$ cat src/rtl/icache_pkg.sv
// Shared widths, FSM state type and address-field helpers for the instruction cache.
package icache_pkg;

    localparam int ADDR_W     = 10;
    localparam int LINES      = 8;
    localparam int IDX_W      = 3;
    localparam int OFF_W      = 4;
    localparam int TAG_W      = ADDR_W - IDX_W - OFF_W;
    localparam int BLOCK_W    = 128;
    localparam int WORD_W     = 32;
    localparam int WSEL_W     = OFF_W - 2;
    localparam int BLK_ADDR_W = TAG_W + IDX_W;

    typedef enum logic [1:0] {
        IDLE     = 2'd0,
        MEM_READ = 2'd1,
        UPDATE   = 2'd2
    } state_t;

    function automatic logic [TAG_W-1:0] addr_tag(input logic [ADDR_W-1:0] a);
        return a[ADDR_W-1 -: TAG_W];
    endfunction

    function automatic logic [IDX_W-1:0] addr_index(input logic [ADDR_W-1:0] a);
        return a[OFF_W +: IDX_W];
    endfunction

    function automatic logic [WSEL_W-1:0] addr_word(input logic [ADDR_W-1:0] a);
        return a[OFF_W-1:2];
    endfunction

    // Byte 0 of the block sits in bits [7:0], so word w starts at bit 32*w.
    function automatic logic [WORD_W-1:0] word_select(input logic [BLOCK_W-1:0] blk,
                                                      input logic [WSEL_W-1:0]  w);
        return blk[{w, 5'b00000} +: WORD_W];
    endfunction

endpackage

$ cat src/rtl/icache_line_store.sv
// Valid/tag/data storage for the direct-mapped instruction cache.
// One combinational read port, one synchronous write port; valid bits clear asynchronously.
module icache_line_store
    import icache_pkg::*;
(
    input  logic               clk,
    input  logic               rst,
    input  logic [IDX_W-1:0]   rd_index,
    output logic               rd_valid,
    output logic [TAG_W-1:0]   rd_tag,
    output logic [BLOCK_W-1:0] rd_data,
    input  logic               wr_en,
    input  logic [IDX_W-1:0]   wr_index,
    input  logic [TAG_W-1:0]   wr_tag,
    input  logic [BLOCK_W-1:0] wr_data
);

    logic [LINES-1:0]   valid;
    logic [TAG_W-1:0]   tags [LINES];
    logic [BLOCK_W-1:0] data [LINES];

    always_ff @(posedge clk or posedge rst) begin
        if (rst) begin
            valid <= '0;
        end else if (wr_en) begin
            valid[wr_index] <= 1'b1;
        end
    end

    // Tag and data need no reset: they are never trusted while the valid bit is clear.
    always_ff @(posedge clk) begin
        if (wr_en) begin
            tags[wr_index] <= wr_tag;
            data[wr_index] <= wr_data;
        end
    end

    assign rd_valid = valid[rd_index];
    assign rd_tag   = tags[rd_index];
    assign rd_data  = data[rd_index];

endmodule

$ cat src/rtl/icache.sv
// Direct-mapped read-only instruction cache: zero-cycle hits, blocking refill on a miss.
//   state    | meaning
//   IDLE     | serve hits; a miss raises busywait and launches a refill
//   MEM_READ | mem_read held high until memory drops mem_busywait
//   UPDATE   | write the captured block, tag and valid into the line
module icache
    import icache_pkg::*;
(
    input  logic                  CLK,
    input  logic                  RESET,
    input  logic                  fetch,
    input  logic [ADDR_W-1:0]     address,
    output logic [WORD_W-1:0]     instruction,
    output logic                  busywait,
    output logic                  mem_read,
    output logic [BLK_ADDR_W-1:0] mem_address,
    input  logic [BLOCK_W-1:0]    mem_readdata,
    input  logic                  mem_busywait
);

    state_t             state;
    logic [BLOCK_W-1:0] fill_data;

    logic [TAG_W-1:0]   tag;
    logic [IDX_W-1:0]   index;
    logic [WSEL_W-1:0]  word;
    logic               line_valid;
    logic [TAG_W-1:0]   line_tag;
    logic [BLOCK_W-1:0] line_data;
    logic               hit;
    logic               unused_addr_bits;

    assign tag              = addr_tag(address);
    assign index            = addr_index(address);
    assign word             = addr_word(address);
    assign unused_addr_bits = ^address[1:0];

    icache_line_store u_store (
        .clk      (CLK),
        .rst      (RESET),
        .rd_index (index),
        .rd_valid (line_valid),
        .rd_tag   (line_tag),
        .rd_data  (line_data),
        .wr_en    (state == UPDATE),
        .wr_index (mem_address[IDX_W-1:0]),
        .wr_tag   (mem_address[BLK_ADDR_W-1:IDX_W]),
        .wr_data  (fill_data)
    );

    assign hit = fetch & line_valid & (line_tag == tag);

    // The refill target lives in mem_address from the miss onward, so later
    // changes on address/fetch cannot redirect an in-flight refill.
    always_ff @(posedge CLK or posedge RESET) begin
        if (RESET) begin
            state       <= IDLE;
            mem_read    <= 1'b0;
            mem_address <= '0;
            fill_data   <= '0;
        end else begin
            case (state)
                IDLE: begin
                    if (fetch && !hit) begin
                        state       <= MEM_READ;
                        mem_read    <= 1'b1;
                        mem_address <= {tag, index};
                    end
                end
                MEM_READ: begin
                    if (!mem_busywait) begin
                        state     <= UPDATE;
                        mem_read  <= 1'b0;
                        fill_data <= mem_readdata;
                    end
                end
                UPDATE: begin
                    state <= IDLE;
                end
                default: begin
                    state    <= IDLE;
                    mem_read <= 1'b0;
                end
            endcase
        end
    end

    always_comb begin
        busywait    = 1'b1;
        instruction = '0;
        if (RESET) begin
            busywait = 1'b0;
        end else if (state == IDLE) begin
            busywait = fetch & ~hit;
            if (hit) begin
                instruction = word_select(line_data, word);
            end
        end
    end

endmodule

$ cat config.mk
export PLATFORM = sky130hd
export DESIGN_NAME = icache
export DESIGN_NICKNAME = d
export VERILOG_FILES = /design/src/rtl/icache_pkg.sv /design/src/rtl/icache_line_store.sv /design/src/rtl/icache.sv
export SDC_FILE = /design/constraint.sdc
export NUM_CORES = 1
export LEC_CHECK = 0
export ABC_CLOCK_PERIOD_IN_PS = 21900
export CAP_MARGIN = 20
export CELL_PAD_IN_SITES_DETAIL_PLACEMENT = 1
export CELL_PAD_IN_SITES_GLOBAL_PLACEMENT = 1
export CORE_MARGIN = 1.5
export CORE_UTILIZATION = 54
export CTS_CLUSTER_SIZE = 8
export DETAILED_ROUTE_END_ITERATION = 8
export HOLD_SLACK_MARGIN = 0.05
export PLACE_DENSITY_LB_ADDON = 0.2
export SLEW_MARGIN = 10
export SYNTH_ARGS = -nofsm -noshare
export SYNTH_HDL_FRONTEND = slang
export SYNTH_HIERARCHICAL = 1
export SYNTH_SLANG_ARGS = --single-unit
$ cat constraint.sdc
create_clock -name CLK -period 21.9 [get_ports CLK]
set_clock_uncertainty 0.2 [all_clocks]
set_input_delay 3.285 -clock CLK [delete_from_list [all_inputs] [get_ports CLK]]
set_output_delay 3.285 -clock CLK [all_outputs]
set_load 0.1 [all_outputs]
=== Yosys cells after proc, flatten, opt, wreduce, memory -nomap -nowiden ===
Memories as Yosys holds them, arrays and structs flattened.
Cells that the tools add are included.

* Output and inout port bits: 40
* Word-level logic and storage cells: 48
* Memories: 2
* Register bits after elaboration: 145
* RAM bits: 1048

{| class="wikitable"
|+ Memory list
! memory !! depth !! width !! read ports !! clocked after Yosys merged registers in !! write ports !! RTL line !! text
|-
| u_store.data || 8 || 128 || 1 || 0 || 1 || icache_line_store.sv:20 || <nowiki>logic [BLOCK_W-1:0] data [LINES];</nowiki>
|-
| u_store.tags || 8 || 3 || 1 || 0 || 1 || icache_line_store.sv:19 || <nowiki>logic [TAG_W-1:0] tags [LINES];</nowiki>
|}

* Mux-type cells: 17
* Bitwise logic cells: 7
* Reductions and logical operators: 8
* Equality and inequality tests: 5
* $lt $le $gt $ge: 3
* Shift operators: 1

{| class="wikitable"
|+ Operator list
! operator !! count
|-
| indexed part select 128 x 8 -> 32 bit || 1
|-
| 2-to-1 mux 32 bit || 3
|-
| < comparator 3 x 4 -> 1 bit (second input constant) || 2
|-
| 2-to-1 mux 1 bit || 8
|-
| bitwise OR 8 bit || 1
|-
| AND reduction 2 bit || 3
|-
| 2-to-1 mux 2 bit || 2
|-
| != test 2 bit (second input constant) || 2
|-
| one-hot mux 2 bit (2 select lines) || 1
|-
| AND 1 bit || 3
|-
| binary-select mux 1 bit (select 3 bit) || 1
|-
| demux 1 bit (select 3 bit) || 1
|-
| == test 3 bit || 1
|-
| greater-or-equal comparator 3 x 1 -> 1 bit (second input constant) || 1
|-
| inverter 1 bit || 3
|-
| one-hot mux 1 bit (3 select lines) || 1
|-
| AND reduction 3 bit || 1
|-
| == test 2 x 1 -> 1 bit (second input constant) || 1
|-
| == test 2 bit (second input constant) || 1
|-
| logical AND 1 bit || 2
|-
| logical NOT 2 bit || 1
|-
| logical NOT 1 bit || 1
|}

=== Longest topological paths before layout ===
* Word-level depth: 8
* Depth in mapped cells: 9

=== By module ===
The synthesis kept the hierarchy.

{| class="wikitable"
|+ Modules (own cells, without submodules)
! module !! area each (um^2) !! cells an instance !! instances
|-
| icache_line_store || 40306.2 || 1551 || 1
|-
| icache || 6169.7 || 380 || 1
|}

=== Worst setup path after synthesis ===
No wires, ideal clock.

* Path type: reg-to-reg
* Start point: reg mem_address[0]
* End point: reg u_store.valid[0]
* Arrival: 15.667 ns
* Buffers on the path: 1
* Data required time: 21.550 ns
* Cell stages (with the launch flop): 4
* Slack: 5.883 ns
* Clock period less this slack: 16.017 ns
* Path through: dfrtp_1 > clkbuf_1 > nor4b_1 > or2_2

* Longest elaborated chain between the ends: 5
* Elaborated cells on any way between the ends: 6
* Those cells by class: order compare (2); mux (2); bitwise (1); reduce/logical (1)

{| class="wikitable"
|+ Ends and longest elaborated chain
! what !! RTL line !! text
|-
| start: declaration || icache.sv:16 || <nowiki>output logic [BLK_ADDR_W-1:0] mem_address,</nowiki>
|-
| start signal: assignment || icache.sv:67 || <nowiki>mem_address <= {tag, index};</nowiki>
|-
| < comparator 3 x 4 -> 1 bit (not written as such) / greater-or-equal comparator 3 x 1 -> 1 bit (equally long branches) || icache_line_store.sv:26 || <nowiki>valid[wr_index] <= 1'b1;</nowiki>
|-
| logical AND 1 bit (not written as such) || icache_line_store.sv:26 ||
|-
| 2-to-1 mux 1 bit (not written as such) || icache_line_store.sv:26 ||
|-
| demux 1 bit (select 3 bit) (*) || n/a ||
|-
| bitwise OR 8 bit (no line) (*) || n/a ||
|-
| end signal: assignment || icache_line_store.sv:24 || <nowiki>valid <= '0;</nowiki>
|-
| end signal: indexed assignment || icache_line_store.sv:26 ||
|-
| end: declaration || icache_line_store.sv:18 || <nowiki>logic [LINES-1:0] valid;</nowiki>
|}

Every way passes the cells marked *; elsewhere a longest branch is shown, timed or not.
A chain may end at the register's enable or synchronous reset.

=== Worst setup path after layout ===
* Start point: in address[4]
* End point: out instruction[24]

* Elaborated cells on any way between the ends: 11
* Those cells by class: eq/ne (1); shift (1); mux (5); bitwise (2); memory (2)

{| class="wikitable"
|+ RTL lines
! what !! RTL line !! text
|-
| start: declaration || icache.sv:12 || <nowiki>input logic [ADDR_W-1:0] address,</nowiki>
|-
| memory (8 x 128 bit) || n/a ||
|-
| named net line_data[24] || icache.sv:29 || <nowiki>logic [BLOCK_W-1:0] line_data;</nowiki>
|-
| indexed part select 128 x 8 -> 32 bit || icache_pkg.sv:35 || <nowiki>return blk[{w, 5'b00000} +: WORD_W];</nowiki>
|-
| 2-to-1 mux 32 bit || icache.sv:95 || <nowiki>if (hit) begin</nowiki>
|-
| 2-to-1 mux 32 bit || icache.sv:93 || <nowiki>end else if (state == IDLE) begin</nowiki>
|-
| 2-to-1 mux 32 bit || icache.sv:91 || <nowiki>if (RESET) begin</nowiki>
|-
| end: declaration || icache.sv:13 || <nowiki>output logic [WORD_W-1:0] instruction,</nowiki>
|}

The timed path passes the listed nets, and every way through them passes these cells. The select of a mux whose other input is x is not followed.

==> run metrics <==
Initial Util=0.5450; Reg power frac=0.528; Hold Crit Start=u_store/valid[6]$_DFFE_PP0P_; cell leakage power=17.96 nW; CTS Sinks=1193; syn avg cell area=24.07 sq um; WP data required=18420 ps; maximum vdd ir drop=0.09119 mV; layout cells sized above 1=0.2888; crit path launch=address[4]; synth warn=6; most used cell along the critical path=buf_4; Final Power=6.324 mW; Synth-to-Final Area Change=16.85%; clk slew on worst S/H paths=50 ps; P_int=4.751 mW; distinct cell type count after synthesis=32; slowest cell on the critical path=clkdlybuf4s50_1; final setup violating endpoints=0; Final GP Congestion=0.7075; Mapped Cells=1931; routed len/inst=30.04 um; number of global-route vias before repair=23379; Worst-Skew Late Latency=750 ps; P_sw=1.573 mW; commonest non-fill, non-tap cell in the layout=edfxtp_1; Mapped Nets=2073; WL final=104800 um; worst-path cell chain=buf_8 > buf_4 > buf_4 > mux4_1 > mux2_2 > mux4_2 > nor3b_1 > clkdlybuf4s50_1; grt total ovfl=0; commonest non-fill, non-tap cells in the layout=edfxtp_1, mux2_2, clkdlybuf4s50_1, mux4_2, clkbuf_16; largest net degree at the start of global routing=150; Setup crit end kind=output pin; CP arrival=8360 ps; initial antenna violation count=4; CP delay by family, top=buffers and inverters; count of flip-flops with a built-in enable after synthesis=1048; hpwl dp=51500 um; H-tree depth=4; post-synthesis register bit count=1193; CTS Root Cell=clkbuf_16; Synth Cell Area=46480 sq um; Switching Share=0.2487; DR vias=21268; WS Path Type=primary input to output pin; most used flip-flop cell after synthesis=edfxtp_1; Pre-antenna DRT Iters=5; row count=107; Slew Limit Fails=0; Die ar.=87840 sq um; CP bufs+invs=4; total track usage=0.2476; IO buf count=179; Initial DRC Count=1729; Die W=296.4 um; ANT nets after route=0; RSZ-0062 raised after global routing=false; Via density=6.096; worst-case clock buffer depth=3; setup TNS=0 ps; Residual DRC=0; Ports=182; crit-path max cell delay=1010 ps; Inserted Clock Buffers=167; layout net count=2351; Period Utilization, post-route=0.5408; min cycle time layout=11840 ps; Core ar.=85280 sq um; crit path launch type=primary input; CP max FO=78; Final Hold Vio Count=0; reg-to-reg startpoint=state[1]$_DFFE_PP0P_; Worst Hold Class=flip-flop to flip-flop; Clk pwr share=0.379; first-pass GRT wire length=155400 um; fmax=84.43 MHz; Hold Slack=268.2 ps; # hold bufs at CTS=0; actual slew at the worst max-slew pin=1120 ps; Max Cap Violations=0; Seq/Total Area, Yosys=0.7552; Comb pwr share=0.093; # Post-CTS Setup Buffers=0; PwrDens=116.5 nW/um^2; Die Ht=296.4 um; fraction of registers with async set/reset=0.1215; Gates resized, CTS repair=0; run status=completed; Worst slew margin=0.2510; TritonCTS clock tree=built
## logic make-up (layout without fill, tap and decap cells)
group           Yosys count  in the layout  synth area share
xor+xnor                  3              3         0.0005655
other cells               0              1                 0
mux                     562            562            0.2180
buf+inv                 111            524           0.01626
simple gates             52             52          0.007807
compound gates           10             10          0.002181
flops                  1193           1193            0.7552
## power groups by stage
stage          Sequential [mW]  Clock [mW]  Combinational, mW
2_1_floorplan             3.32           0              0.377
3_3_place_gp              3.32           0              0.575
3_5_place_dp              3.38           0              0.590
4_1_cts                   3.34        2.45              0.599
5_1_grt                   3.39        2.53              0.626
6_report                  3.34        2.40              0.590
## synth_stat cells, types with 4 or more instances
| cell | n | share of area |
|---|---|---|
| mux4_1 | 125 | 0.071 |
| buf_2 | 20 | 0.0022 |
| dfrtp_1 | 145 | 0.078 |
| nor3b_1 | 34 | 0.0055 |
| buf_1 | 20 | 0.0016 |
| buf_8 | 15 | 0.0048 |
| mux2_2 | 266 | 0.064 |
| clkbuf_1 | 29 | 0.0023 |
| inv_1 | 8 | 0.00065 |
| edfxtp_1 | 1048 | 0.68 |
| buf_6 | 13 | 0.0031 |
| buf_4 | 4 | 0.00065 |
| nor2_1 | 4 | 0.00032 |
| mux4_2 | 171 | 0.083 |
## sequential cells by signal, indices dropped and copies added (netlist names)
name and flops:
u_store/tags 24, mem_address 6, fill_data 128, state 2, u_store/valid 8, mem_read 1
u_store/data 1024
## final timing paths
path	end	cells past startpoint	slack, ps
max	instruction[24]	8	10060
min	u_store/valid[6]$_DFFE_PP0P_	2	270
max reg2reg	fill_data[68]$_DFFE_PP0P_	5	18190
min reg2reg	u_store/valid[6]$_DFFE_PP0P_	2	270
max in group asynchronous	fill_data[52]$_DFFE_PP0P_	3	17270
min in group asynchronous	u_store/valid[7]$_DFFE_PP0P_	2	2800
## cell type report
class,count,area (sq um)
antenna,1,2.502
clock buffer,289,4679
clock inverter,15,237.7
fill,6697,30970
inverter,8,35.03
multi-input combinational,627,10690
sequential,1193,35100
tap,1144,1431
timing repair buffer,212,2128
## per-layer routing
| layer | global-route usage | routed length, um | up-vias |
|---|---|---|---|
| li1 | - | - | 8854 |
| met1 | 0.3424 | 43870 | 11573 |
| met2 | 0.4051 | 52660 | 708 |
| met3 | 0.05140 | 6414 | 133 |
| met4 | 0.06844 | 1876 | 0 |
| met5 | 0 | 0 | - |
## worst min-delay path, stage by stage (launching register included)
cell	delay (ps)
dfrtp_1	340
inv_1	40
o31ai_1	50
## metrics by stage
step                cell area (sq um)  instances  setup slack [ps]  utilization
global route                    54310       3489              9758       0.6368
CTS                             54300       3488              9973       0.6368
global placement                49390       3184              9988       0.5791
finish                          54310       3489             10060       0.6368
detailed placement              49390       3184              9998       0.5791
floorplan                       46480       1931              5883            -
(Power assumes the default switching activity.)
==> RTL edit: new RTL, same flow settings <==
Make the reset (`RESET` and `rst`) synchronous in 2 clocked blocks. Comments in the files are not updated.
--- a/src/rtl/icache_line_store.sv
+++ b/src/rtl/icache_line_store.sv
@@ -19,7 +19,7 @@
     logic [TAG_W-1:0]   tags [LINES];
     logic [BLOCK_W-1:0] data [LINES];
 
-    always_ff @(posedge clk or posedge rst) begin
+    always_ff @(posedge clk) begin
         if (rst) begin
             valid <= '0;
         end else if (wr_en) begin
--- a/src/rtl/icache.sv
+++ b/src/rtl/icache.sv
@@ -52,7 +52,7 @@
 
     // The refill target lives in mem_address from the miss onward, so later
     // changes on address/fetch cannot redirect an in-flight refill.
-    always_ff @(posedge CLK or posedge RESET) begin
+    always_ff @(posedge CLK) begin
         if (RESET) begin
             state       <= IDLE;
             mem_read    <= 1'b0;
Formal check against the unedited RTL: differs if RESET is asserted again (counterexample within 4 cycles, from zero or initial values and one cycle with RESET high); with RESET held inactive, the same outputs for 4 cycles.
==> RTL edit against the original RTL <==
  * Wire length up 5.3%
  * Largest cell class unchanged
  * Critical path type unchanged
  * Sequential share of layout area fell by 0.98 points
  * Sequential cell count stayed put
  * Synthesized area down 0.27%
  * Design area down 0.56%
  * Worst setup slack got worse by 0.29 ns
  * Via count increased by 6.8%
Power is not compared: it rests on default switching activity, and its combinational part moved more than twofold at a synthesized area within 25%.
==> RTL edit: results (changes against the original RTL) <==
| Metric | Value |
|---|---|
| Final GP Congestion | 0.694 (was 0.708) |
| Routed length on met2 | 58.0 mm (was 52.7 mm) |
| Placed insts | 3463 (was 3184) |
| CP Max Fanout | 166 (was 78) |
| Area of the multi-input gates | 0.0111 mm² (was 0.0107 mm²) |
| Signal buffers share of area | 3.83% (was 3.92%) |
| Vias | 22.7k (was 21.3k) |
| Nets@finish | 2631 (was 2351) |
| Sequential share of cell area | 63.6% (was 64.6%) |
| Clock buffers and inverters, area share | 9.23% (was 9.05%) |
| Post-DP HPWL | 54.4 mm (was 51.5 mm) |
| Most frequent cells after synthesis | 1048 x edfxtp_1, 258 x nand2_1, 166 x mux4_2 (was 1048 x edfxtp_1, 266 x mux2_2, 171 x mux4_2) |
| Rel. slew slack | 25.1% (about the same) |
| Fin cells | 3768 (was 3489) |
| Wire length on met1 | 44.0 mm (was 43.9 mm) |
| Register area share after synthesis | 74.2% (was 75.5%) |
| Largest net degree at the start of global routing | 167 (was 150) |
| First-pass GRT wire length | 162 mm (was 155 mm) |
| Detailed Route WL | 110 mm (was 105 mm) |
| Inserted Diodes | 0 (was 1) |
| Average cell area after synthesis | 20.7 µm² (was 24.1 µm²) |
| Arr. time, crit path | 8.65 ns (was 8.36 ns) |
| Status | finished clean (unchanged) |
| Top cells by area, synth | edfxtp_1 68%, mux4_2 8.1%, mux4_1 7.4% (was edfxtp_1 68%, mux4_2 8.3%, dfrtp_1 7.8%) |
| Syn_nets | 2386 (was 2073) |
| Inverters | 16 (was 8) |
| Nonclk buf count | 210 (was 212) |
| Synth Area in Compound Gates | 1.58% (was 0.218%) |
| Routed length on met3 | 5.25 mm (was 6.41 mm) |
| First DRT Iteration DRCs | 1790 (was 1729) |
| Tot GR Track Use | 25.8% (was 24.8%) |
| Post-synthesis mux area share | 18.8% (was 21.8%) |
| Multi-In Gates | 901 (was 627) |
| CP peak stage delay | 1.21 ns (was 1.01 ns) |
| Multi-input gate share of total cell area | 20.5% (was 19.7%) |
| Initial antenna violation count | 0 (was 4) |
| Vias in the first global route | 24.8k (was 23.4k) |
==> RTL edit: cell count changes after synthesis, sizes merged, moves of 6 or more <==
cell / unedited run / this run
mux2i: 0 / 6
inv: 8 / 16
clkbuf: 29 / 41
buf: 74 / 93
dfrtp: 145 / 0
nand2: 2 / 258
dfxtp: 0 / 145
nand2b: 0 / 11
mux2: 266 / 132
a21oi: 0 / 138
==> RTL edit: final timing paths <==
check	startpoint	endpoint	slack (ns)	depth (start not counted)
max	address[6]	instruction[25]	9.76	9
min	u_store/valid[4]	u_store/valid[4]	0.25	2
max reg2reg	state[1]	u_store/data[6][104]	17.81	5
min reg2reg	u_store/valid[4]	u_store/valid[4]	0.25	2
==> RTL edit: worst reg2reg max path, stage by stage (launching register included) <==
cell and delay, ns:
dfxtp_1 0.45, nor2b_1 0.55, nand4b_1 0.31, inv_6 0.48, buf_4 0.83, buf_4 0.86
